**src/rtl/sd_bmp_pixel_unpack_pkg.sv**
```systemverilog
// Shared types and helpers for the BMP sector-stream pixel unpacker.
// Holds the byte-level state enum and the BGR888/RGB565 helpers.
package sd_bmp_pkg;

  localparam int BMP_HDR_BYTES = 54;

  typedef enum logic [2:0] {
    IDLE,
    HDR,
    PIX,
    PAD,
    DONE
  } state_t;

  function automatic logic [15:0] rgb888_to_565(
    input logic [7:0] r,
    input logic [7:0] g,
    input logic [7:0] b
  );
    return {r[7:3], g[7:2], b[7:3]};
  endfunction

  // BMP rows are padded to a 4-byte multiple
  function automatic int bmp_row_pad(input int h_pix);
    return (4 - ((3 * h_pix) % 4)) % 4;
  endfunction

endpackage

```
**src/rtl/sd_bmp_pixel_unpack_if.sv**
```systemverilog
// Sector-data in / pixel-stream out bundle of the BMP unpacker.
// master drives sector words, slave produces pixels.
interface sd_bmp_pixel_unpack_if;
  logic        pic_start;
  logic        rd_data_en;
  logic [15:0] rd_data;
  logic        pix_valid;
  logic [15:0] pix_data;
  logic        one_pic_wr_end;
  logic        busy;

  modport master (
    output pic_start, rd_data_en, rd_data,
    input  pix_valid, pix_data, one_pic_wr_end, busy
  );

  modport slave (
    input  pic_start, rd_data_en, rd_data,
    output pix_valid, pix_data, one_pic_wr_end, busy
  );
endinterface

```
**src/rtl/sd_bmp_pixel_unpack_byte_step.sv**
```systemverilog
// Combinational next-state for one file byte of the BMP unpacker.
// Chained twice per word; owns no registers.
module bmp_byte_step
  import sd_bmp_pkg::*;
#(
  parameter int H_PIX     = 1920,
  parameter int V_PIX     = 1080,
  parameter int HDR_BYTES = BMP_HDR_BYTES,
  parameter int CW        = 11,
  parameter int RW        = 11,
  parameter int HW        = 6
) (
  input  logic          i_en,
  input  logic [7:0]    i_byte,
  input  state_t        i_state,
  input  logic [HW-1:0] i_hdr_cnt,
  input  logic [CW-1:0] i_col,
  input  logic [RW-1:0] i_row,
  input  logic [1:0]    i_pad_cnt,
  input  logic [1:0]    i_phase,
  input  logic [7:0]    i_b,
  input  logic [7:0]    i_g,
  output state_t        o_state,
  output logic [HW-1:0] o_hdr_cnt,
  output logic [CW-1:0] o_col,
  output logic [RW-1:0] o_row,
  output logic [1:0]    o_pad_cnt,
  output logic [1:0]    o_phase,
  output logic [7:0]    o_b,
  output logic [7:0]    o_g,
  output logic          o_emit,
  output logic          o_last,
  output logic [15:0]   o_pix
);

  localparam int            ROW_PAD  = bmp_row_pad(H_PIX);
  localparam logic [HW-1:0] HDR_LAST = HW'(HDR_BYTES - 1);
  localparam logic [CW-1:0] COL_LAST = CW'(H_PIX - 1);
  localparam logic [RW-1:0] ROW_LAST = RW'(V_PIX - 1);
  localparam logic [1:0]    PAD_LAST = 2'(ROW_PAD - 1);

  always_comb begin
    o_state   = i_state;
    o_hdr_cnt = i_hdr_cnt;
    o_col     = i_col;
    o_row     = i_row;
    o_pad_cnt = i_pad_cnt;
    o_phase   = i_phase;
    o_b       = i_b;
    o_g       = i_g;
    o_emit    = 1'b0;
    o_last    = 1'b0;
    o_pix     = rgb888_to_565(i_byte, i_g, i_b);
    if (i_en) begin
      unique case (i_state)
        HDR: begin
          o_hdr_cnt = i_hdr_cnt + HW'(1);
          if (i_hdr_cnt == HDR_LAST) o_state = PIX;
        end
        PIX: begin
          unique case (i_phase)
            2'd0: begin
              o_b     = i_byte;
              o_phase = 2'd1;
            end
            2'd1: begin
              o_g     = i_byte;
              o_phase = 2'd2;
            end
            default: begin
              o_emit  = 1'b1;
              o_phase = 2'd0;
              if (i_col != COL_LAST) begin
                o_col = i_col + CW'(1);
              end else if (i_row == ROW_LAST) begin
                o_state = DONE;
                o_last  = 1'b1;
              end else if (ROW_PAD > 0) begin
                o_state   = PAD;
                o_pad_cnt = 2'd0;
              end else begin
                o_row = i_row + RW'(1);
                o_col = '0;
              end
            end
          endcase
        end
        PAD: begin
          if (i_pad_cnt == PAD_LAST) begin
            o_pad_cnt = 2'd0;
            o_row     = i_row + RW'(1);
            o_col     = '0;
            o_state   = PIX;
          end else begin
            o_pad_cnt = i_pad_cnt + 2'd1;
          end
        end
        default: ;
      endcase
    end
  end

endmodule

```
**src/rtl/sd_bmp_pixel_unpack.sv**
```systemverilog
// BMP sector stream to RGB565 pixel stream: header strip, row unpad, pack.
// Registers live here; two byte steps per accepted word.
module sd_bmp_pixel_unpack
  import sd_bmp_pkg::*;
#(
  parameter int H_PIX     = 1920,
  parameter int V_PIX     = 1080,
  parameter int HDR_BYTES = BMP_HDR_BYTES
) (
  input logic                  sys_clk,
  input logic                  sys_rst,
  sd_bmp_pixel_unpack_if.slave bus
);

  localparam int CW = (H_PIX > 1) ? $clog2(H_PIX) : 1;
  localparam int RW = (V_PIX > 1) ? $clog2(V_PIX) : 1;
  localparam int HW = (HDR_BYTES > 0) ? $clog2(HDR_BYTES + 1) : 1;

  state_t        r_state;
  logic [HW-1:0] r_hdr_cnt;
  logic [CW-1:0] r_col;
  logic [RW-1:0] r_row;
  logic [1:0]    r_pad_cnt;
  logic [1:0]    r_phase;
  logic [7:0]    r_b;
  logic [7:0]    r_g;
  logic          r_pix_valid;
  logic [15:0]   r_pix_data;
  logic          r_end;
  logic          r_busy;

  state_t        w_s0_state;
  logic [HW-1:0] w_s0_hdr;
  logic [CW-1:0] w_s0_col;
  logic [RW-1:0] w_s0_row;
  logic [1:0]    w_s0_pad;
  logic [1:0]    w_s0_ph;
  logic [7:0]    w_s0_b;
  logic [7:0]    w_s0_g;

  state_t        w_s1_state;
  logic [HW-1:0] w_s1_hdr;
  logic [CW-1:0] w_s1_col;
  logic [RW-1:0] w_s1_row;
  logic [1:0]    w_s1_pad;
  logic [1:0]    w_s1_ph;
  logic [7:0]    w_s1_b;
  logic [7:0]    w_s1_g;
  logic          w_s1_emit;
  logic          w_s1_last;
  logic [15:0]   w_s1_pix;

  state_t        w_s2_state;
  logic [HW-1:0] w_s2_hdr;
  logic [CW-1:0] w_s2_col;
  logic [RW-1:0] w_s2_row;
  logic [1:0]    w_s2_pad;
  logic [1:0]    w_s2_ph;
  logic [7:0]    w_s2_b;
  logic [7:0]    w_s2_g;
  logic          w_s2_emit;
  logic          w_s2_last;
  logic [15:0]   w_s2_pix;

  logic          w_upd;
  state_t        w_nxt_state;

  // pic_start restarts the image before the coincident word is stepped
  always_comb begin
    w_s0_state = r_state;
    w_s0_hdr   = r_hdr_cnt;
    w_s0_col   = r_col;
    w_s0_row   = r_row;
    w_s0_pad   = r_pad_cnt;
    w_s0_ph    = r_phase;
    w_s0_b     = r_b;
    w_s0_g     = r_g;
    if (bus.pic_start) begin
      w_s0_state = (HDR_BYTES == 0) ? PIX : HDR;
      w_s0_hdr   = '0;
      w_s0_col   = '0;
      w_s0_row   = '0;
      w_s0_pad   = '0;
      w_s0_ph    = '0;
      w_s0_b     = '0;
      w_s0_g     = '0;
    end
  end

  bmp_byte_step #(
    .H_PIX(H_PIX), .V_PIX(V_PIX), .HDR_BYTES(HDR_BYTES),
    .CW(CW), .RW(RW), .HW(HW)
  ) u_step_hi (
    .i_en(bus.rd_data_en), .i_byte(bus.rd_data[15:8]),
    .i_state(w_s0_state), .i_hdr_cnt(w_s0_hdr),
    .i_col(w_s0_col), .i_row(w_s0_row),
    .i_pad_cnt(w_s0_pad), .i_phase(w_s0_ph),
    .i_b(w_s0_b), .i_g(w_s0_g),
    .o_state(w_s1_state), .o_hdr_cnt(w_s1_hdr),
    .o_col(w_s1_col), .o_row(w_s1_row),
    .o_pad_cnt(w_s1_pad), .o_phase(w_s1_ph),
    .o_b(w_s1_b), .o_g(w_s1_g),
    .o_emit(w_s1_emit), .o_last(w_s1_last), .o_pix(w_s1_pix)
  );

  bmp_byte_step #(
    .H_PIX(H_PIX), .V_PIX(V_PIX), .HDR_BYTES(HDR_BYTES),
    .CW(CW), .RW(RW), .HW(HW)
  ) u_step_lo (
    .i_en(bus.rd_data_en), .i_byte(bus.rd_data[7:0]),
    .i_state(w_s1_state), .i_hdr_cnt(w_s1_hdr),
    .i_col(w_s1_col), .i_row(w_s1_row),
    .i_pad_cnt(w_s1_pad), .i_phase(w_s1_ph),
    .i_b(w_s1_b), .i_g(w_s1_g),
    .o_state(w_s2_state), .o_hdr_cnt(w_s2_hdr),
    .o_col(w_s2_col), .o_row(w_s2_row),
    .o_pad_cnt(w_s2_pad), .o_phase(w_s2_ph),
    .o_b(w_s2_b), .o_g(w_s2_g),
    .o_emit(w_s2_emit), .o_last(w_s2_last), .o_pix(w_s2_pix)
  );

  assign w_upd       = bus.pic_start | bus.rd_data_en;
  assign w_nxt_state = w_upd ? w_s2_state : r_state;

  always_ff @(posedge sys_clk or posedge sys_rst) begin
    if (sys_rst) begin
      r_state     <= IDLE;
      r_hdr_cnt   <= '0;
      r_col       <= '0;
      r_row       <= '0;
      r_pad_cnt   <= '0;
      r_phase     <= '0;
      r_b         <= '0;
      r_g         <= '0;
      r_pix_valid <= 1'b0;
      r_pix_data  <= '0;
      r_end       <= 1'b0;
      r_busy      <= 1'b0;
    end else begin
      r_pix_valid <= w_s1_emit | w_s2_emit;
      r_end       <= w_s1_last | w_s2_last;
      r_busy      <= (w_nxt_state != IDLE) && (w_nxt_state != DONE);
      if (w_s1_emit) r_pix_data <= w_s1_pix;
      else if (w_s2_emit) r_pix_data <= w_s2_pix;
      if (w_upd) begin
        r_state   <= w_s2_state;
        r_hdr_cnt <= w_s2_hdr;
        r_col     <= w_s2_col;
        r_row     <= w_s2_row;
        r_pad_cnt <= w_s2_pad;
        r_phase   <= w_s2_ph;
        r_b       <= w_s2_b;
        r_g       <= w_s2_g;
      end
    end
  end

  assign bus.pix_valid      = r_pix_valid;
  assign bus.pix_data       = r_pix_data;
  assign bus.one_pic_wr_end = r_end;
  assign bus.busy           = r_busy;

endmodule

```
**src/flat_wrapper.sv**
```systemverilog
// flat-port wrapper written by rule: the top's interface ports become plain ports
module sd_bmp_pixel_unpack_flat import sd_bmp_pkg::*;
#(
  parameter int H_PIX     = 1920,
  parameter int V_PIX     = 1080,
  parameter int HDR_BYTES = BMP_HDR_BYTES
)
  (sys_clk, sys_rst, bus_pic_start, bus_rd_data_en, bus_rd_data, bus_pix_valid, bus_pix_data, bus_one_pic_wr_end, bus_busy);
  sd_bmp_pixel_unpack_if bus_i ();
  input logic sys_clk;
  input logic sys_rst;
  input wire logic [$bits(bus_i.pic_start)-1:0] bus_pic_start;
  input wire logic [$bits(bus_i.rd_data_en)-1:0] bus_rd_data_en;
  input wire logic [$bits(bus_i.rd_data)-1:0] bus_rd_data;
  output wire logic [$bits(bus_i.pix_valid)-1:0] bus_pix_valid;
  output wire logic [$bits(bus_i.pix_data)-1:0] bus_pix_data;
  output wire logic [$bits(bus_i.one_pic_wr_end)-1:0] bus_one_pic_wr_end;
  output wire logic [$bits(bus_i.busy)-1:0] bus_busy;
  assign bus_i.pic_start = bus_pic_start;
  assign bus_i.rd_data_en = bus_rd_data_en;
  assign bus_i.rd_data = bus_rd_data;
  assign bus_pix_valid = bus_i.pix_valid;
  assign bus_pix_data = bus_i.pix_data;
  assign bus_one_pic_wr_end = bus_i.one_pic_wr_end;
  assign bus_busy = bus_i.busy;
  sd_bmp_pixel_unpack #(.H_PIX(H_PIX), .V_PIX(V_PIX), .HDR_BYTES(HDR_BYTES)) u_core (.sys_clk(sys_clk), .sys_rst(sys_rst), .bus(bus_i));
endmodule
```
**config.mk**
```make
export PLATFORM = sky130hd
export DESIGN_NAME = sd_bmp_pixel_unpack_flat
export DESIGN_NICKNAME = d
export VERILOG_FILES = /design/src/rtl/sd_bmp_pixel_unpack_pkg.sv /design/src/rtl/sd_bmp_pixel_unpack_if.sv /design/src/rtl/sd_bmp_pixel_unpack_byte_step.sv /design/src/rtl/sd_bmp_pixel_unpack.sv /design/src/flat_wrapper.sv
export SDC_FILE = /design/constraint.sdc
export NUM_CORES = 1
export LEC_CHECK = 0
export ABC_AREA = 1
export CAP_MARGIN = 20
export CELL_PAD_IN_SITES_DETAIL_PLACEMENT = 1
export CELL_PAD_IN_SITES_GLOBAL_PLACEMENT = 2
export CORE_UTILIZATION = 38
export DETAILED_ROUTE_END_ITERATION = 7
export DONT_BUFFER_PORTS = 1
export PLACE_DENSITY = 0.95
export SYNTH_ARGS = -nofsm -noshare
export SYNTH_HDL_FRONTEND = slang
export SYNTH_SLANG_ARGS = --single-unit
```
**constraint.sdc**
```tcl
create_clock -name sys_clk -period 7.3 [get_ports sys_clk]
set_input_delay 1.46 -clock sys_clk [delete_from_list [all_inputs] [get_ports sys_clk]]
set_output_delay 1.46 -clock sys_clk [all_outputs]
set_load 0.02 [all_outputs]
```
# == Word level (Yosys, flattened, before mapping) ==
# Index checks and enable logic that the tools add are counted.
# classes
addsub,8
n_eq_ne,17
mux,93
n_bitwise,3
reduce_logical,7
# op_table
op,count
$mux 11,22
$mux 8,14
$pmux 11 s2,4
$add 11x1->11 const B,4
$mux 3,14
$mux 16,2
$mux 6,5
$mux 2,12
$eq 11x11->1 const B,2
$ne 11x11->1 const B,2
$pmux 3 s3,2
$mux 1,16
$add 6x1->6 const B,2
$eq 3x2->1 const B,4
$eq 6x6->1 const B,2
$pmux 2 s2,2
$eq 3x1->1 const B,2
$add 2x1->2 const B,2
$eq 2x1->1 const B,2
$eq 2x2->1 const B,2
$logic_not 2->1,2
$reduce_or 2->1,2
$ne 3x3->1 const B,1
$or 1x1->1,3
3 further kinds,3
# totals
regBits,70
input_bits,20

# == Logic depth before layout (Yosys ltp) ==
# logic_depth
depth_word,16
depth_mapped,29

# == Cells and area by module ==
# A second synthesis with hierarchy kept.
# hier_totals
hier_cells,1177
area_unflattened_um2,7026.7
# modules_own_cells
mod,n_inst,cells_per_inst,area_per_inst_um2,seq_area_each_um2
sd_bmp_pixel_unpack,1,373,3045.4,1751.7
bmp_byte_step at u_core.u_step_hi,1,405,2026.9,0.0
bmp_byte_step at u_core.u_step_lo,1,399,1954.4,0.0

# == Worst setup path after synthesis ==
# Ideal clock, no wire load.
# synth_path
path_type,input to register
from,in bus_pic_start
to,reg u_core.r_row[8]
arrival_ns,4.247
required_time_ns,7.183
setup_slack_ns,2.937
stages,24
path_buffers,2
cell_sequence,buf_6 inv_8 buf_8 nand2_1 inv_1 ha_1 nand2_1 nor2_2 nand3_4 nor2_8 a21oi_1 o21ai_0 nand2_1 o21ai_1 ha_1 nand2_2 nor2_4 nand3_2 nor2_4 nor2_1 o22ai_1 o21ai_1 nand2_1 nand2_1
# synth_via
elab_chain_len,13
word_cells_on_any_way,60
# synth_lines
element,line_no,text
start: declaration,flat_wrapper.sv:12,input wire logic [$bits(bus_i.pic_start)-1:0] bus_pic_start;
$mux 11,sd_bmp_pixel_unpack.sv:78,if (bus.pic_start) begin
$add 11x1->11 or $eq 11x11->1 (tied branches),"sd_bmp_pixel_unpack_byte_step.sv:82, sd_bmp_pixel_unpack_byte_step.sv:91, sd_bmp_pixel_unpack_byte_step.sv:75",
$mux 11,sd_bmp_pixel_unpack_byte_step.sv:75,end else if (i_row == ROW_LAST) begin
$mux 11,sd_bmp_pixel_unpack_byte_step.sv:73,if (i_col != COL_LAST) begin
$mux 11,sd_bmp_pixel_unpack_byte_step.sv:61,unique case (i_phase)
$pmux 11 s2,sd_bmp_pixel_unpack_byte_step.sv:55,unique case (i_state)
$mux 11,sd_bmp_pixel_unpack_byte_step.sv:54,if (i_en) begin
$add 11x1->11 or $eq 11x11->1 (tied branches),"sd_bmp_pixel_unpack_byte_step.sv:82, sd_bmp_pixel_unpack_byte_step.sv:91, sd_bmp_pixel_unpack_byte_step.sv:75",
$mux 11,sd_bmp_pixel_unpack_byte_step.sv:75,
$mux 11,sd_bmp_pixel_unpack_byte_step.sv:73,
$mux 11,sd_bmp_pixel_unpack_byte_step.sv:61,
$pmux 11 s2,sd_bmp_pixel_unpack_byte_step.sv:55,
$mux 11,sd_bmp_pixel_unpack_byte_step.sv:54,
end signal: assignment,sd_bmp_pixel_unpack.sv:149,r_row <= w_s2_row;
end: declaration,sd_bmp_pixel_unpack.sv:22,logic [RW-1:0] r_row;
# Parallel ways exist; a longest one is shown, timed or not.
# A chain may end at the register's enable or synchronous reset.

# == Worst setup path after layout ==
# Ends and elaborated chain as after synthesis.

==> flow_metrics.py <==
metrics = {
    "final_layout": {
        "final_cell_mix": "nand2_1 (323), nor2_1 (112), inv_1 (97), nand3_1 (81), dfrtp_1 (65)",
        "fill_cells": 2191,
        "n_antenna_cell": 0,
        "stdcell_area_mm2": 0.00663,
        "final_common_cell": "nand2_1",
        "drive_gt1_frac": 0.121,
        "area_growth_pct": 7.51,
        "layout.nets": 1014,
    },
    "routing": {
        "drt_iter0_markers": 424,
        "dr.pass1.iters": 5,
        "routed_via_density": 5.39,
        "drcViolationCount": 0,
        "via_count": 6489,
        "totalWireLength_mm": 21.5,
        "ant_nets": 0,
        "wl_per_cell_um": 17.8,
    },
    "timing": {
        "fin_tns_setup_ns": 0,
        "finalSetupViolations": 0,
        "fin_ws_ns": 2.03,
        "fin_skew_ns": 0.00960,
        "slew-limit-headroom": 0.370,
        "fmax_ghz": 0.190,
        "fin_crit_sh": 0.722,
        "hold_viol": 0,
        "rsz0062_at_grt": "false",
        "maxSlewViolCount": 0,
        "timing.hold.ws_ns": 0.494,
        "tightest_slew_ns": 0.943,
        "finalCriticalPeriod_ns": 5.27,
    },
    "floorplan": {
        "die_y_um": 129,
        "fp.dieW_um": 129,
        "design.die.area_mm2": 0.0167,
        "initial_core_util": 0.388,
        "coreArea_mm2": 0.0159,
        "io_pins": 39,
        "num_rows": 46,
    },
    "synthesis": {
        "yosysUniqueCellTypes": 44,
        "synth-async-reset-ratio": 1.00,
        "yosys_warnings": 0,
        "ys_seq_area_frac": 0.264,
        "synth_top_flop_cell": "dfrtp_1",
        "syn-num-nets": 1024,
        "synth-seq-cells": 65,
        "synth.avg_cell_area_um2": 6.20,
        "syn_inst": 994,
        "synth_edf_count": 0,
        "synth_area_mm2": 0.00616,
    },
    "power": {
        "swShare": 0.352,
        "power_frac_comb": 0.219,
        "seqPwrFrac": 0.368,
        "power_switching_w": 0.000394,
        "peakVddDrop_v": 0.000151,
        "power_density_mw_per_mm2": 169,
        "pwr-share-clk": 0.413,
        "p_int_w": 0.000724,
        "p_leak_nw": 3.07,
    },
    "cts": {
        "h-tree-depth": 3,
        "clk_pin_slew_ns": 0.06,
        "clockRootBuffer": "clkbuf_16",
        "cts_sinks": 65,
        "postCtsSetupBuffers": 0,
        "numCtsBuffers": 9,
        "clockBufferDepth": 2,
        "ctsResizeCount": 0,
        "cts_tree": "yes",
        "clk_latency_ns": 0.36,
        "hold_buffers": 0,
    },
    "setup_path": {
        "start_kind": "primary input",
        "r2r-start": "u_core.r_col[0]$_DFFE_PP0N_",
        "cp_cell_sequence": "inv_8, nand2_1, inv_1, ha_1, nand2_1, nor2_2, nand3_4, nor2_8, nand2_2, nor2_1, a41oi_2, nand2_1, clkinv_1, nand2_1, o22ai_1, o21ai_1, nand2_1, nand2_1",
        "regToRegEndpoint": "u_core.r_row[8]$_DFFE_PP0N_",
        "cp_common_cell": "nand2_1",
        "crit_required_ns": 7.59,
        "crit_type": "in -> reg",
        "cp-endpoint": "u_core.r_row[8]$_DFFE_PP0N_",
        "end_kind": "flip-flop",
        "critPathMaxFanout": 35,
        "reg2reg_slack_ns": 3.00,
        "cp_slowest_cell": "nand2_1",
        "r2r_cells": 17,
        "arrival_ns": 5.56,
        "crit_start": "bus_pic_start",
        "slowest_delay_ns": 0.77,
    },
    "hold_path": {
        "hold_depth": 2,
        "hold_class": "reg -> reg",
    },
    "place": {
        "dp_hpwl_mm": 16.0,
        "portBuffers": 0,
        "dp_slack_ns": 1.82,
        "dpl-instance-area_mm2": 0.00632,
        "place.gp.congestion": 0.903,
    },
    "global_route": {
        "grt_usage": 0.279,
        "grt_pass1_wl_mm": 35.5,
        "antenna_found_initial": 0,
        "grt_start_max_net_pins": 45,
        "grt_pass1_vias": 6749,
        "overflow": 0,
    },
    "outcome": {
        "status": "finished, final reports clean",
    },
    "flow_run": {
        "maxCapViolations": 0,
    },
}
## cell families after synthesis
logic type	count (synthesis)	share of synthesized area
and+or+nand+nor	619	0.466
AOI/OAI and AO/OA	143	0.131
buffers and inverters	142	0.0974
DFF	65	0.264
xor gates and xnor gates	15	0.0213
adders and majority gates	10	0.0203
## layer usage
metal  global-route usage  vias to the layer above  share of wire
met5                    0                        -              0
met4                0.127                        0          0.035
met3               0.0376                       40          0.039
met2                0.473                      143           0.48
met1                0.352                     3117           0.45
li1                     -                     3189              -
## synthesized netlist by cell type (2+ instances only)
cell / count / area (um2)
o21ai_0: 51 / 255
clkinv_1: 2 / 7.51
o21ai_1: 19 / 95.1
a21oi_4: 2 / 32.5
ha_1: 10 / 125
buf_8: 2 / 30.0
nand3_2: 7 / 70.1
nor3_1: 7 / 35.0
nand4_1: 19 / 119
inv_1: 98 / 368
nor2_1: 113 / 424
clkbuf_1: 12 / 45.0
nand2_2: 26 / 163
o22ai_1: 16 / 100
xnor2_1: 3 / 26.3
nand2_1: 323 / 1210
o21a_1: 2 / 15.0
o21ai_2: 2 / 17.5
a21oi_1: 39 / 195
nor2_4: 14 / 158
a31oi_1: 3 / 18.8
nand3_4: 3 / 52.6
nor2_2: 11 / 68.8
buf_6: 3 / 33.8
nand2_4: 9 / 101
xor2_1: 12 / 105
buf_2: 8 / 40.0
nor3_2: 3 / 30.0
inv_2: 14 / 52.6
o31ai_1: 3 / 22.5
dfrtp_1: 65 / 1630
nand3_1: 81 / 405
## per-stage QoR
stage | std cells | utilization | total power (W)
detailed placement | 1189 | 0.398 | 0.000661
global placement | 1189 | 0.398 | 0.000654
floorplan | 994 | - | 0.000601
finish | 1205 | 0.417 | 0.00112
global route | 1205 | 0.417 | 0.00118
CTS | 1205 | 0.417 | 0.00113
## state kept, by name, summed over array words and instances, names as in the netlist, named ones only
register,count
u_core.r_phase,2
u_core.r_b,5
u_core.r_pad_cnt,2
u_core.r_col,11
u_core.r_state,2
u_core.bus.pix_data,16
u_core.bus.one_pic_wr_end,1
u_core.bus.busy,1
u_core.r_row,11
u_core.r_g,6
u_core.r_hdr_cnt,6
u_core.bus.pix_valid,1
## worst max-delay path, delay by kind of cell
kind | cells | cell delay, ns
simple gates | 11 | 2.39
fa+ha+maj | 1 | 0.24
compound gates | 3 | 0.47
buf+inv | 3 | 0.95
## cell type report
| type | instances | area (um2) | share of cell area |
|---|---|---|---|
| multi-input combinational | 787 | 3940 | 0.594 |
| sequential | 65 | 1630 | 0.245 |
| inverter | 116 | 444 | 0.0670 |
| tap | 216 | 270 | 0.0408 |
| clock buffer | 9 | 225 | 0.0340 |
| clock inverter | 7 | 83.8 | 0.0126 |
| timing repair buffer | 5 | 37.5 | 0.00566 |
## worst min path at each step
stage | startpoint | end
final | u_core.r_b[7]$_DFFE_PP0N_ | u_core.r_b[7]$_DFFE_PP0N_
after global routing | u_core.r_b[7]$_DFFE_PP0N_ | u_core.r_b[7]$_DFFE_PP0N_
after CTS | u_core.r_b[7]$_DFFE_PP0N_ | u_core.r_b[7]$_DFFE_PP0N_
after detailed placement | u_core.r_b[7]$_DFFE_PP0N_ | u_core.r_b[7]$_DFFE_PP0N_
after global placement | u_core.r_b[7]$_DFFE_PP0N_ | u_core.r_b[7]$_DFFE_PP0N_
after floorplan | u_core.r_b[6]$_DFFE_PP0N_ | u_core.r_b[6]$_DFFE_PP0N_
## power by group through the flow
stage	Combinational, W	Sequential, W	Clock, W
4_1_cts	0.000245	0.000412	0.000470
6_report	0.000245	0.000412	0.000461
3_5_place_dp	0.000243	0.000418	0
3_3_place_gp	0.000237	0.000417	0
2_1_floorplan	0.000191	0.000410	0
5_1_grt	0.000279	0.000414	0.000484
No activity file was read; power rests on OpenSTA's default activity.
